[src/rtl/interface_mux_arbiter.sv]
// N-to-1 frame multiplexer: per-frame strict-priority / round-robin arbitration over rx
// pointer FIFOs, then forwards the granted port's data reads until the frame length is consumed.
module interface_mux_arbiter #(
    parameter int NUM_IN = 4,
    parameter int DATA_W = 8,
    parameter int PTR_W  = 16,
    parameter int LEN_W  = 12,
    parameter int PRIO_W = 2,
    parameter int SRC_W  = (NUM_IN > 1) ? $clog2(NUM_IN) : 1
) (
    input  logic                      clk,
    input  logic                      rst,
    input  logic [NUM_IN*PRIO_W-1:0]  prio_cfg,
    input  logic [NUM_IN-1:0]         rx_ptr_fifo_empty,
    input  logic [NUM_IN*PTR_W-1:0]   rx_ptr_fifo_dout,
    output logic [NUM_IN-1:0]         rx_ptr_fifo_rd,
    input  logic [NUM_IN*DATA_W-1:0]  rx_data_fifo_dout,
    output logic [NUM_IN-1:0]         rx_data_fifo_rd,
    output logic                      sw_ptr_fifo_empty,
    output logic [SRC_W+PTR_W-1:0]    sw_ptr_fifo_dout,
    input  logic                      sw_ptr_fifo_rd,
    output logic [DATA_W-1:0]         sw_data_fifo_dout,
    input  logic                      sw_data_fifo_rd,
    output logic                      busy,
    output logic [SRC_W-1:0]          grant_src
);

    typedef enum logic [1:0] {
        IDLE,
        PTR_RDY,
        XFER
    } state_t;

    state_t            state;
    logic [SRC_W-1:0]  rr_ptr;
    logic [PTR_W-1:0]  ptr_hold;
    logic [LEN_W-1:0]  byte_cnt;

    logic [NUM_IN-1:0] req;
    logic              any_req;
    logic [PRIO_W-1:0] top_prio;
    logic [SRC_W-1:0]  win;
    logic [SRC_W-1:0]  rr_next;
    logic [LEN_W-1:0]  frame_len;

    logic [PRIO_W-1:0] prio     [NUM_IN];
    logic [PTR_W-1:0]  ptr_word [NUM_IN];
    logic [DATA_W-1:0] data_word[NUM_IN];

    always_comb begin
        for (int unsigned i = 0; i < NUM_IN; i++) begin
            prio[i]      = prio_cfg[i*PRIO_W +: PRIO_W];
            ptr_word[i]  = rx_ptr_fifo_dout[i*PTR_W +: PTR_W];
            data_word[i] = rx_data_fifo_dout[i*DATA_W +: DATA_W];
        end
    end

    assign req       = ~rx_ptr_fifo_empty;
    assign any_req   = |req;
    assign frame_len = ptr_hold[LEN_W-1:0];

    // Two passes: find the highest requesting level, then the first requester at
    // that level scanning upward from rr_ptr with wrap at NUM_IN.
    always_comb begin
        logic [SRC_W:0]   sum;
        logic [SRC_W-1:0] idx;
        logic             found;
        logic [SRC_W:0]   nxt;
        top_prio = '0;
        for (int unsigned i = 0; i < NUM_IN; i++) begin
            if (req[i] && (prio[i] > top_prio)) begin
                top_prio = prio[i];
            end
        end
        win   = '0;
        found = 1'b0;
        sum   = '0;
        idx   = '0;
        for (int unsigned k = 0; k < NUM_IN; k++) begin
            sum = {1'b0, rr_ptr} + (SRC_W+1)'(k);
            if (sum >= (SRC_W+1)'(NUM_IN)) begin
                sum = sum - (SRC_W+1)'(NUM_IN);
            end
            idx = sum[SRC_W-1:0];
            if (!found && req[idx] && (prio[idx] == top_prio)) begin
                win   = idx;
                found = 1'b1;
            end
        end
        nxt = {1'b0, win} + (SRC_W+1)'(1);
        if (nxt >= (SRC_W+1)'(NUM_IN)) begin
            rr_next = '0;
        end else begin
            rr_next = nxt[SRC_W-1:0];
        end
    end

    always_comb begin
        rx_ptr_fifo_rd  = '0;
        rx_data_fifo_rd = '0;
        if (!rst && (state == IDLE) && any_req) begin
            rx_ptr_fifo_rd[win] = 1'b1;
        end
        if (!rst && (state == XFER) && sw_data_fifo_rd) begin
            rx_data_fifo_rd[grant_src] = 1'b1;
        end
    end

    assign busy              = (state != IDLE);
    assign sw_ptr_fifo_empty = (state != PTR_RDY);
    assign sw_ptr_fifo_dout  = {grant_src, ptr_hold};
    assign sw_data_fifo_dout = data_word[grant_src];

    always_ff @(posedge clk) begin
        if (rst) begin
            state     <= IDLE;
            rr_ptr    <= '0;
            ptr_hold  <= '0;
            grant_src <= '0;
            byte_cnt  <= '0;
        end else begin
            case (state)
                IDLE: begin
                    if (any_req) begin
                        ptr_hold  <= ptr_word[win];
                        grant_src <= win;
                        rr_ptr    <= rr_next;
                        state     <= PTR_RDY;
                    end
                end
                PTR_RDY: begin
                    if (sw_ptr_fifo_rd) begin
                        byte_cnt <= '0;
                        state    <= (frame_len == '0) ? IDLE : XFER;
                    end
                end
                XFER: begin
                    if (sw_data_fifo_rd) begin
                        byte_cnt <= byte_cnt + LEN_W'(1);
                        if (byte_cnt == frame_len - LEN_W'(1)) begin
                            state <= IDLE;
                        end
                    end
                end
                default: state <= IDLE;
            endcase
        end
    end

endmodule

[config.mk]
export PLATFORM = sky130hd
export DESIGN_NAME = interface_mux_arbiter
export DESIGN_NICKNAME = d
export VERILOG_FILES = /design/src/rtl/interface_mux_arbiter.sv
export SDC_FILE = /design/constraint.sdc
export NUM_CORES = 1
export LEC_CHECK = 0
export ABC_AREA = 1
export CAP_MARGIN = 20
export CORE_MARGIN = 8
export CORE_UTILIZATION = 44
export DETAILED_ROUTE_END_ITERATION = 10
export PLACE_DENSITY = 0.8
export SETUP_SLACK_MARGIN = 0.05
export SYNTH_ARGS = -nofsm -noshare
export SYNTH_HDL_FRONTEND = slang
export SYNTH_SLANG_ARGS = --single-unit
[constraint.sdc]
create_clock -name clk -period 8 [get_ports clk]
set_input_delay 2 -clock clk [delete_from_list [all_inputs] [get_ports clk]]
set_output_delay 2 -clock clk [all_outputs]
set_load 0.02 [all_outputs]
# Yosys cells after proc, flatten, opt, wreduce, memory -nomap -nowiden
# Cells that the tools add are included.
# word_totals
output_inout_bits	38
wordCells	143
in_bits	112
ff_bits	34
# classes
n_reduce_logical	29
order_cmp	23
muxes	57
n_addsub	10
bitwise_logic	7
eq_ne	12
# ops
cell	n
$mux 2	26
$bmux 16 s2	1
$mux 16	2
$ge 3x3->1 const B	10
$mux 12	2
$pmux 12 s2	1
$lt 2x3->1 const B	6
$not 2->3	6
$logic_and 1x1->1	17
$bmux 2 s2	4
$bmux 8 s2	1
$mux 8	2
$add 12x1->12 const B	1
$eq 12x12->1	1
$logic_not 12->1	1
$sub 12x1->12 const B	1
$mux 1	9
$bmux 1 s2	4
$eq 2x2->1	4
$mux 4	2
$sub 2x1->2 const B	4
$add 2x1->3 const B	2
$add 2x2->3 const B	2
$gt 2x2->1	3
17 further kinds	26

# Longest topological paths before layout
# Gate-level depths: netlist of the first run.
# depth
ltp_word	32
ltp_mapped	39
mapped_depth_nobuf	38

# Least setup slack after synthesis of the first run
# No wires, ideal clock.
# synth_path
path_type	input to output
from	input prio_cfg[0]
to	output rx_ptr_fifo_rd[3]
slack_ps	126
path_stages	29
t_arrival_ps	5874
path_cell_list	inv_1 -> nand2_1 -> nand3_1 -> ha_1 -> a21oi_2 -> nand3_1 -> and2_1 -> ha_1 -> a21oi_2 -> nand2_1 -> nand3_1 -> nand2_1 -> ha_1 -> nand2_1 -> nand2_1 -> nor2_1 -> inv_1 -> nand3_2 -> nand2_2 -> nand2_1 -> nand2_1 -> nor2_2 -> nand3_1 -> nand2_1 -> nand2_2 -> nand2_4 -> inv_2 -> buf_4 -> nor3_1
# synth_via
elab_chain_len	32
word_cells_on_any_way	51
# synth_rtl
item	line_no	rtl
start, declared	13	input logic [NUM_IN*PRIO_W-1:0] prio_cfg,
$gt 2x1->1	71	if (req[i] && (prio[i] > top_prio)) begin
$logic_and 1x1->1	71	
$mux 2	71	
$gt 2x2->1	71	
$logic_and 1x1->1	71	
$mux 2	71	
$gt 2x2->1	71	
$logic_and 1x1->1	71	
(+15 left out)	-	
$logic_not 1->1	85	if (!found && req[idx] && (prio[idx] == top_prio)) begin
$logic_and 1x1->1 (2 in series)	85	
$mux 2 *	85	
$lt 2x3->1 (implied by the code) or $ge 2x1->1 (tied branches)	102	rx_ptr_fifo_rd[win] = 1'b1;
$logic_and 1x1->1 (implied by the code)	102	
$mux 1 (implied by the code)	102	
$demux 1 s2 *	102	
$mux 4 *	101	if (!rst && (state == IDLE) && any_req) begin
end, declared	16	output logic [NUM_IN-1:0] rx_ptr_fifo_rd,
# Mark *: on every way between the ends. The rest lies on a longest branch, timed or not. The select of a mux whose other input is x is not followed.

# Final worst setup path of the first run
# layout_path
from	input prio_cfg[1]
to	output rx_ptr_fifo_rd[1]
# The elaborated chain is that of the path after synthesis.

==> results of run 1 <==
[synthesized netlist by cell type, types with 3 or more instances]
| master | number |
|---|---|
| nand2_1 | 130 |
| nand3_1 | 100 |
| inv_1 | 75 |
| nor2_1 | 62 |
| dfxtp_1 | 34 |
| o21ai_0 | 31 |
| a21oi_1 | 19 |
| nand3b_1 | 19 |
| xor2_1 | 16 |
| o21ai_1 | 13 |
| nor3_1 | 12 |
| clkbuf_1 | 9 |
| ha_1 | 9 |
| a22oi_1 | 8 |
| buf_4 | 7 |
| nand3_2 | 7 |
| buf_6 | 6 |
| inv_2 | 6 |
| buf_2 | 5 |
| nand2_2 | 4 |
| nor4_1 | 4 |
| xnor2_1 | 4 |
| a21oi_2 | 3 |
| nand4_1 | 3 |
| nor2_2 | 3 |
| nor2_4 | 3 |
[layout make-up]
class | count | area [um2]
Timing Repair Buffer | 180 | 1720
Sequential cell | 34 | 681
Inverter | 81 | 309
Tap cell | 105 | 131
Clock buffer | 7 | 76.3
Multi-Input combinational cell | 466 | 2890
Fill cell | 657 | 2290
[how the worst min path moves through the flow]
stage	start	slack, ns	end
after floorplan	byte_cnt[11]$_SDFFE_PP0P_	0.44	byte_cnt[11]$_SDFFE_PP0P_
after detailed placement	byte_cnt[11]$_SDFFE_PP0P_	0.49	byte_cnt[11]$_SDFFE_PP0P_
after CTS	byte_cnt[11]$_SDFFE_PP0P_	0.50	byte_cnt[11]$_SDFFE_PP0P_
after global routing	byte_cnt[11]$_SDFFE_PP0P_	0.53	byte_cnt[11]$_SDFFE_PP0P_
final	byte_cnt[11]$_SDFFE_PP0P_	0.50	byte_cnt[11]$_SDFFE_PP0P_
after global placement	byte_cnt[11]$_SDFFE_PP0P_	0.47	byte_cnt[11]$_SDFFE_PP0P_
[routing by layer]
metal	part of all wire, %	up-vias	global-route usage (%)
met4	2.6	0	7.34
met3	7.7	40	5.28
li1	-	2316	-
met2	48	206	37.8
met1	41	2091	26.7
met5	0	-	0
[repair_timing]
action | in CTS | in global routing
endpoints found under the setup margin | 4 | 4
endpoints found under the hold margin | 0 | 0
pin swaps | 20 | 40
resized for setup | 57 | 68
hold buffers | 0 | 0
setup buffers | 0 | 3
[registers in the layout, indices dropped and copies added (netlist names)]
name       count
ptr_hold      16
byte_cnt      12
grant_src      2
rr_ptr         2
state          2
[logic make-up after synthesis]
kind of cell / after synthesis
fa+ha+maj: 9
xor+xnor: 21
simple gates: 352
flops: 34
buf+inv: 109
compound gates: 84
[per-stage QoR]
stage | total power, mW | hold WS (ns)
after floorplan | 1.41 | 0.442
after global placement | 1.79 | 0.473
after detailed placement | 1.82 | 0.486
after CTS | 1.98 | 0.502
after global routing | 2.31 | 0.532
final | 2.12 | 0.502
[power by group through the flow]
stage	Combinational, mW	Clock [mW]	Sequential [mW]
final	1.69	0.120	0.304
after global routing	1.86	0.129	0.316
after CTS	1.56	0.122	0.300
after detailed placement	1.52	0	0.304
after global placement	1.49	0	0.302
after floorplan	1.11	0	0.300
==> impl_metrics.toml, run 1 <==
[setup_path]
start_kind = "input port"
crit_fanout = 4
slowest_stage = "ha_4"
crit_top_cell = "nand2_2"
worstPathRequired_ns = 6.00
worstSetupStartpoint = "prio_cfg[1]"
cp.depth = 32
timing.reg2reg.setup_slack_ns = 4.37
crit_buf_inv = 7
worst_r2r_path_depth = 18
critPathMaxStageDelay_ns = 0.29
crit_type = "in2out"
worstReg2RegStart = "rr_ptr[0]$_SDFFE_PP0P_"
critical_path.top_delay_family = "simple AND/OR/NAND/NOR gates"
crit_path_end = "rx_ptr_fifo_rd[1]"
cp-end-kind = "output pin"
arrival_ns = 5.84
r2r_end = "ptr_hold[2]$_SDFFE_PP0P_"

[logic_synthesis]
syn-num-nets = 730
synth_top_family_by_area = "simple AND/OR/NAND/NOR gates"
muxShareOfSynthArea_pct = 0
ys_types = 40
synth_cells = 609
synthSimpleGateAreaFrac_pct = 45.6
synth_top_cell_by_area = "dfxtp_1"
ys_seq_elements = 34
synth_xor_area_share_pct = 5.28
synth-compound-area-share_pct = 13.8
syn_area_per_cell_um2 = 5.95
synthAdderAreaFrac_pct = 3.11
ys_seq_area_share_pct = 18.8
synth_area_leaders = "dfxtp_1 (19%), nand3_1 (14%), nand2_1 (13%), inv_1 (7.8%), nor2_1 (6.4%)"
syn_area_um2 = 3620
synthFlopType = "dfxtp_1"
synth_warnings = 0
async_flop_share_pct = 0
synth_top_area_share_pct = 18.8
synth_edf_count = 0

[sta]
slew_viol_final = 0
maxSlewHeadroom_pct = 41.6
fin_skew_ns = 0.00532
clock.fmax_mhz = 128
setup_slack_ns = 0.165
timing.final.crit_share_pct = 97.9
worst_pin_slew_ns = 0.875
period_needed_ns = 7.84
setup_viol = 0
hold_viol = 0
fin_setup_tns_ns = 0

[pwr]
ir_drop_uv = 431
p_leak_nw = 2.56
clkPwrFrac_pct = 5.7
combPwrFrac_pct = 80.0
power_frac_seq_pct = 14.4
p_int_mw = 0.943
swShare_pct = 55.4
power_density_nw_per_um2 = 365
p_sw_mw = 1.17

[detailed_routing]
vias_per_cell = 5.33
via_count = 4653
detail-route-antenna-nets = 0
wl_per_cell_um = 15.7
wl_um = 13700
dr.pass1.iters = 5
drc_errors = 0
drtIter0Drc = 248

[die]
die_h_um = 107
die-area_um2 = 11400
io_pins = 150
die_x_um = 107
coreArea_um2 = 8090
num_rows = 33
initial_core_util_pct = 44.8

[place]
dp_cells = 862
dpl_cell_area_um2 = 5270
place_ws_ns = -0.877
gp_congestion = 0.930
portBuffers = 149
dp_hpwl_um = 10200

[global_routing]
track_usage_pct = 22.2
grt_pass1_wl_um = 21200
grt_pass1_vias = 4439
grt_overflow = 0
grt_start_max_net_pins = 35
antenna_found_initial = 0

[clock_network]
h-tree-depth = 2
clk_pin_slew_ns = 0.06
clk_latency_ns = 0.29
cts_sinks = 34
cts_buffer_depth = 2
cts_tree = "built"
cts_buffers = 5
cts-root-buf = "clkbuf_8"

[cells_and_area]
drive_gt1_share_pct = 17.7
mostFrequentLayoutCell = "clkdlybuf4s50_1"
area_delta_synth_final_pct = 60.1
final_cell_area_um2 = 5800
fin_util_pct = 71.7
fin_nets = 889
final_cell_mix = "clkdlybuf4s50_1 (140), nand2_1 (107), nand3_1 (81)"
antenna_cells = 0
finalNonFillerCells = 873

[outcome]
status = "complete, no violations"

[worst_hold_path]
min_path_type = "reg2reg"
min_path_cells = 1

[job]
maxCapViolations = 0
Note: power is estimated with default switching activity, not from simulation.
==> run 2, diff against run 1 <==
--- a/config.mk
+++ b/config.mk
@@ -10,7 +10,7 @@
 export CORE_MARGIN = 8
 export CORE_UTILIZATION = 44
 export DETAILED_ROUTE_END_ITERATION = 10
-export PLACE_DENSITY = 0.8
+export PLACE_DENSITY = 0.82
 export SETUP_SLACK_MARGIN = 0.05
 export SYNTH_ARGS = -nofsm -noshare
 export SYNTH_HDL_FRONTEND = slang
==> constraint.sdc (replaced) <==
create_clock -name clk -period 8 [get_ports clk]
set_input_delay 2 -clock clk [delete_from_list [all_inputs] [get_ports clk]]
set_output_delay 2 -clock clk [all_outputs]
set_load 0.005 [all_outputs]
==> impl_metrics.toml, run 2 (synthesis results as in run 1) <==
[pwr]
p_leak_nw = 2.68
ir_drop_uv = 379
p_total_mw = 2.14
power_density_nw_per_um2 = 359

[clock_network]
clk_pin_slew_ns = 0.08
cts_tree = "built"
cts_sinks = 34
cts-root-buf = "clkbuf_8"
clk_latency_ns = 0.29
h-tree-depth = 2
cts_buffer_depth = 2
cts_hold_buf = 0
cts_buffers = 5

[cells_and_area]
drive_gt1_share_pct = 18.8
multi_input_area_um2 = 2840
area_delta_synth_final_pct = 64.5
final_cell_mix = "clkdlybuf4s50_1 (140), nand2_1 (112), nand3_1 (81)"
top_register = "ptr_hold"
fill_cells = 631
regArea_um2 = 681
final_cell_area_um2 = 5960
top_regs = "ptr_hold (16), byte_cnt (12)"
fin_nets = 903
mostFrequentLayoutCell = "clkdlybuf4s50_1"
antenna_cells = 0
finalNonFillerCells = 888
largest_reg_flops = 16

[sta]
setup_slack_ns = 0.130
fin_setup_tns_ns = 0
period_needed_ns = 7.87
maxSlewHeadroom_pct = 41.6
timing.final.crit_share_pct = 98.4
rsz0062_at_grt = "yes"
clock.fmax_mhz = 127
setup_viol = 0
fin_skew_ns = 0.0101
worst_pin_slew_ns = 0.875
hold_viol = 0
slew_viol_final = 0

[setup_path]
crit_buf_inv = 12
crit_fanout = 6
critical_path.top_delay_family = "simple AND/OR/NAND/NOR gates"
crit_type = "in2out"
cp-end-kind = "output pin"
critPathMaxStageDelay_ns = 0.27
start_kind = "input port"
slowest_stage = "ha_1"
crit_top_cell = "buf_4"
worstPathRequired_ns = 6.00
arrival_ns = 5.87

[outcome]
status = "complete, no violations"

[detailed_routing]
wl_um = 14300
dr.pass1.iters = 5
detail-route-antenna-nets = 0
via_count = 4815
vias_per_cell = 5.42
drc_errors = 0
drtIter0Drc = 311
wl_per_cell_um = 16.1

[die]
coreArea_um2 = 8090
initial_core_util_pct = 44.8
io_pins = 150
die_x_um = 107
num_rows = 33
die-area_um2 = 11400
die_h_um = 107

[global_routing]
antenna_found_initial = 0
grt_overflow = 0
grt_start_max_net_pins = 29
track_usage_pct = 23.3
grt_pass1_wl_um = 22100
grt_pass1_vias = 4643

[place]
gp_congestion = 0.924
dp_cells = 865
dpl_cell_area_um2 = 5310
place_ws_ns = -0.811
dp_hpwl_um = 10500
portBuffers = 149

[job]
maxCapViolations = 0

[worst_hold_path]
min_path_type = "reg2reg"
## run 2: repair_timing
item	in CTS	in global routing
endpoints found under the setup margin	4	4
buffers inserted	12	3
resized for setup	69	45
pin swaps	21	26
## run 2: through the flow
stage               hold slack (ns)  util (%)
floorplan                     0.442         -
global placement              0.457      65.3
detailed placement            0.470      65.6
CTS                           0.481      71.6
global route                  0.513      73.7
finish                        0.483      73.7
## run 2: cell type report
type,instances,share of cell area (%)
inverter,81,5.18
tap,105,2.20
multi-input combinational,466,47.7
clock buffer,5,1.15
sequential,34,11.4
clock inverter,3,1.15
timing repair buffer,194,31.2
## run 2: worst paths after layout
path | startpoint | to | slack, ns | depth (start not counted)
max | rx_ptr_fifo_empty[0] | rx_ptr_fifo_rd[2] | 0.13 | 31
min | byte_cnt[11]$_SDFFE_PP0P_ | byte_cnt[11]$_SDFFE_PP0P_ | 0.48 | 1
max reg2reg | rr_ptr[0]$_SDFFE_PP0P_ | ptr_hold[2]$_SDFFE_PP0P_ | 4.37 | 17
min reg2reg | byte_cnt[11]$_SDFFE_PP0P_ | byte_cnt[11]$_SDFFE_PP0P_ | 0.48 | 1
## run 2: metal layers
| layer | global-route usage [%] | part of all wire [%] | up-vias |
|---|---|---|---|
| met5 | 0 | 0 | - |
| met4 | 9.85 | 3.9 | 0 |
| met3 | 4.98 | 7.8 | 52 |
| met2 | 39.8 | 48 | 218 |
| met1 | 27.6 | 40 | 2203 |
| li1 | - | - | 2342 |
## run 2: where the power goes
| part | switching, mW | internal, mW |
|---|---|---|
| combinational | 0.950 | 0.694 |
| sequential | 0.0898 | 0.215 |
| clock | 0.0671 | 0.125 |
| total | 1.11 | 1.03 |
==> run 3, diff against run 2 <==
--- a/config.mk
+++ b/config.mk
@@ -6,7 +6,6 @@
 export NUM_CORES = 1
 export LEC_CHECK = 0
 export ABC_AREA = 1
-export CAP_MARGIN = 20
 export CORE_MARGIN = 8
 export CORE_UTILIZATION = 44
 export DETAILED_ROUTE_END_ITERATION = 10
==> impl_metrics.toml, run 3 (synthesis results as in run 1) <==
[die]
die-area_um2 = 11400
num_rows = 33
die_h_um = 107
io_pins = 150
coreArea_um2 = 8090
initial_core_util_pct = 44.8
die_x_um = 107

[setup_path]
crit_fanout = 5
crit_top_cell = "nand2_2"
critPathMaxStageDelay_ns = 0.31
slowest_stage = "ha_1"
arrival_ns = 5.91
start_kind = "input port"
worstSetupStartpoint = "prio_cfg[1]"
crit_type = "in2out"
worstReg2RegStart = "rr_ptr[0]$_SDFFE_PP0P_"
cp-end-kind = "output pin"
crit_buf_inv = 4
worstPathRequired_ns = 6.00
critical_path.top_delay_family = "simple AND/OR/NAND/NOR gates"

[sta]
setup_viol = 0
maxSlewHeadroom_pct = 17.9
worst_pin_slew_ns = 1.23
slew_viol_final = 0
timing.final.crit_share_pct = 98.9
period_needed_ns = 7.91
hold_viol = 0
clock.fmax_mhz = 126
fin_skew_ns = 0.00449

[pwr]
power_density_nw_per_um2 = 350
ir_drop_uv = 317
p_total_mw = 2.05
p_leak_nw = 2.64

[global_routing]
antenna_found_initial = 1
grt_pass1_vias = 4702
grt_start_max_net_pins = 35
grt_overflow = 0
track_usage_pct = 23.1
grt_pass1_wl_um = 22100

[cells_and_area]
largest_reg_flops = 16
fill_cells = 657
final_cell_mix = "clkdlybuf4s50_1 (140), nand2_1 (113), nand3_1 (84)"
top_regs = "ptr_hold (16), byte_cnt (12)"
area_delta_synth_final_pct = 61.7
mostFrequentLayoutCell = "clkdlybuf4s50_1"
drive_gt1_share_pct = 18.0
fin_util_pct = 72.4
top_register = "ptr_hold"
fin_nets = 903

[worst_hold_path]
min_path_type = "reg2reg"
worstHoldStart = "byte_cnt[11]$_SDFFE_PP0P_"

[detailed_routing]
via_count = 4808
drtIter0Drc = 379
vias_per_cell = 5.41
drc_errors = 0
dr.pass1.iters = 5
wl_um = 14500
wl_per_cell_um = 16.3
detail-route-antenna-nets = 0

[place]
gp_congestion = 0.924
dp_hpwl_um = 10500
portBuffers = 149

[outcome]
status = "complete, no violations"

[clock_network]
clk_pin_slew_ns = 0.07
cts_buffers = 5
clk_latency_ns = 0.30
cts_sinks = 34
cts_buffer_depth = 2
cts_hold_buf = 0
cts-root-buf = "clkbuf_8"
h-tree-depth = 2
cts_tree = "built"

[job]
maxCapViolations = 0
## run 3: cell types whose count changed in the layout (fill, tap and decap cells not counted), moves of 2 or more
cell	change
bufinv_16	-2
buf_4	+2
nand3_4	-2
nand3_1	+3
## run 3: power by group
| part | internal [mW] | switching (mW) |
|---|---|---|
| combinational | 0.676 | 0.927 |
| clock | 0.0692 | 0.0695 |
| sequential | 0.215 | 0.0906 |
| total | 0.961 | 1.09 |
## run 3: path summary, 6_finish.rpt
kind	to	slack [ns]	cells after the start
max reg2reg	ptr_hold[5]$_SDFFE_PP0P_	4.37	16
min	byte_cnt[11]$_SDFFE_PP0P_	0.47	1
min reg2reg	byte_cnt[11]$_SDFFE_PP0P_	0.47	1
max	rx_ptr_fifo_rd[0]	0.09	28
## run 3: repair_timing
item / 4_1_cts / 5_1_grt
cloned: 0 / 0
pin swaps: 18 / 33
buffers inserted: 9 / 7
endpoints found under the setup margin: 4 / 4
resized for setup: 48 / 58
## run 3: cell type report
| class | count | area [um2] | area share [%] |
|---|---|---|---|
| Multi-Input combinational cell | 466 | 2800 | 47.7 |
| Clock buffer | 6 | 82.6 | 1.41 |
| Timing Repair Buffer | 194 | 1840 | 31.4 |
| Tap cell | 105 | 131 | 2.24 |
| Inverter | 81 | 312 | 5.32 |
| Sequential cell | 34 | 681 | 11.6 |
| Antenna cell | 1 | 2.50 | 0.0427 |
| Clock inverter | 2 | 12.5 | 0.214 |
## run 3: per-stage QoR
stage / instances / hold WS, ns / setup WS, ns / cell area [um2] / TNS [ns]
after floorplan: 609 / 0.442 / 0.340 / 3620 / 0
after CTS: 881 / 0.469 / 0.0760 / 5600 / 0
final: 889 / 0.471 / 0.0914 / 5860 / 0
after global placement: 864 / 0.457 / -0.557 / 5290 / -2.09
after detailed placement: 864 / 0.459 / -0.810 / 5290 / -2.97
after global routing: 889 / 0.541 / -0.0926 / 5860 / -0.285
## run 3: layer usage
metal	global-route usage [%]	wire length (um)	vias to the layer above
met4	8.04	582	0
met1	27.3	5770	2181
li1	-	-	2345
met2	40.3	7000	226
met5	0	0	-
met3	4.86	1140	56
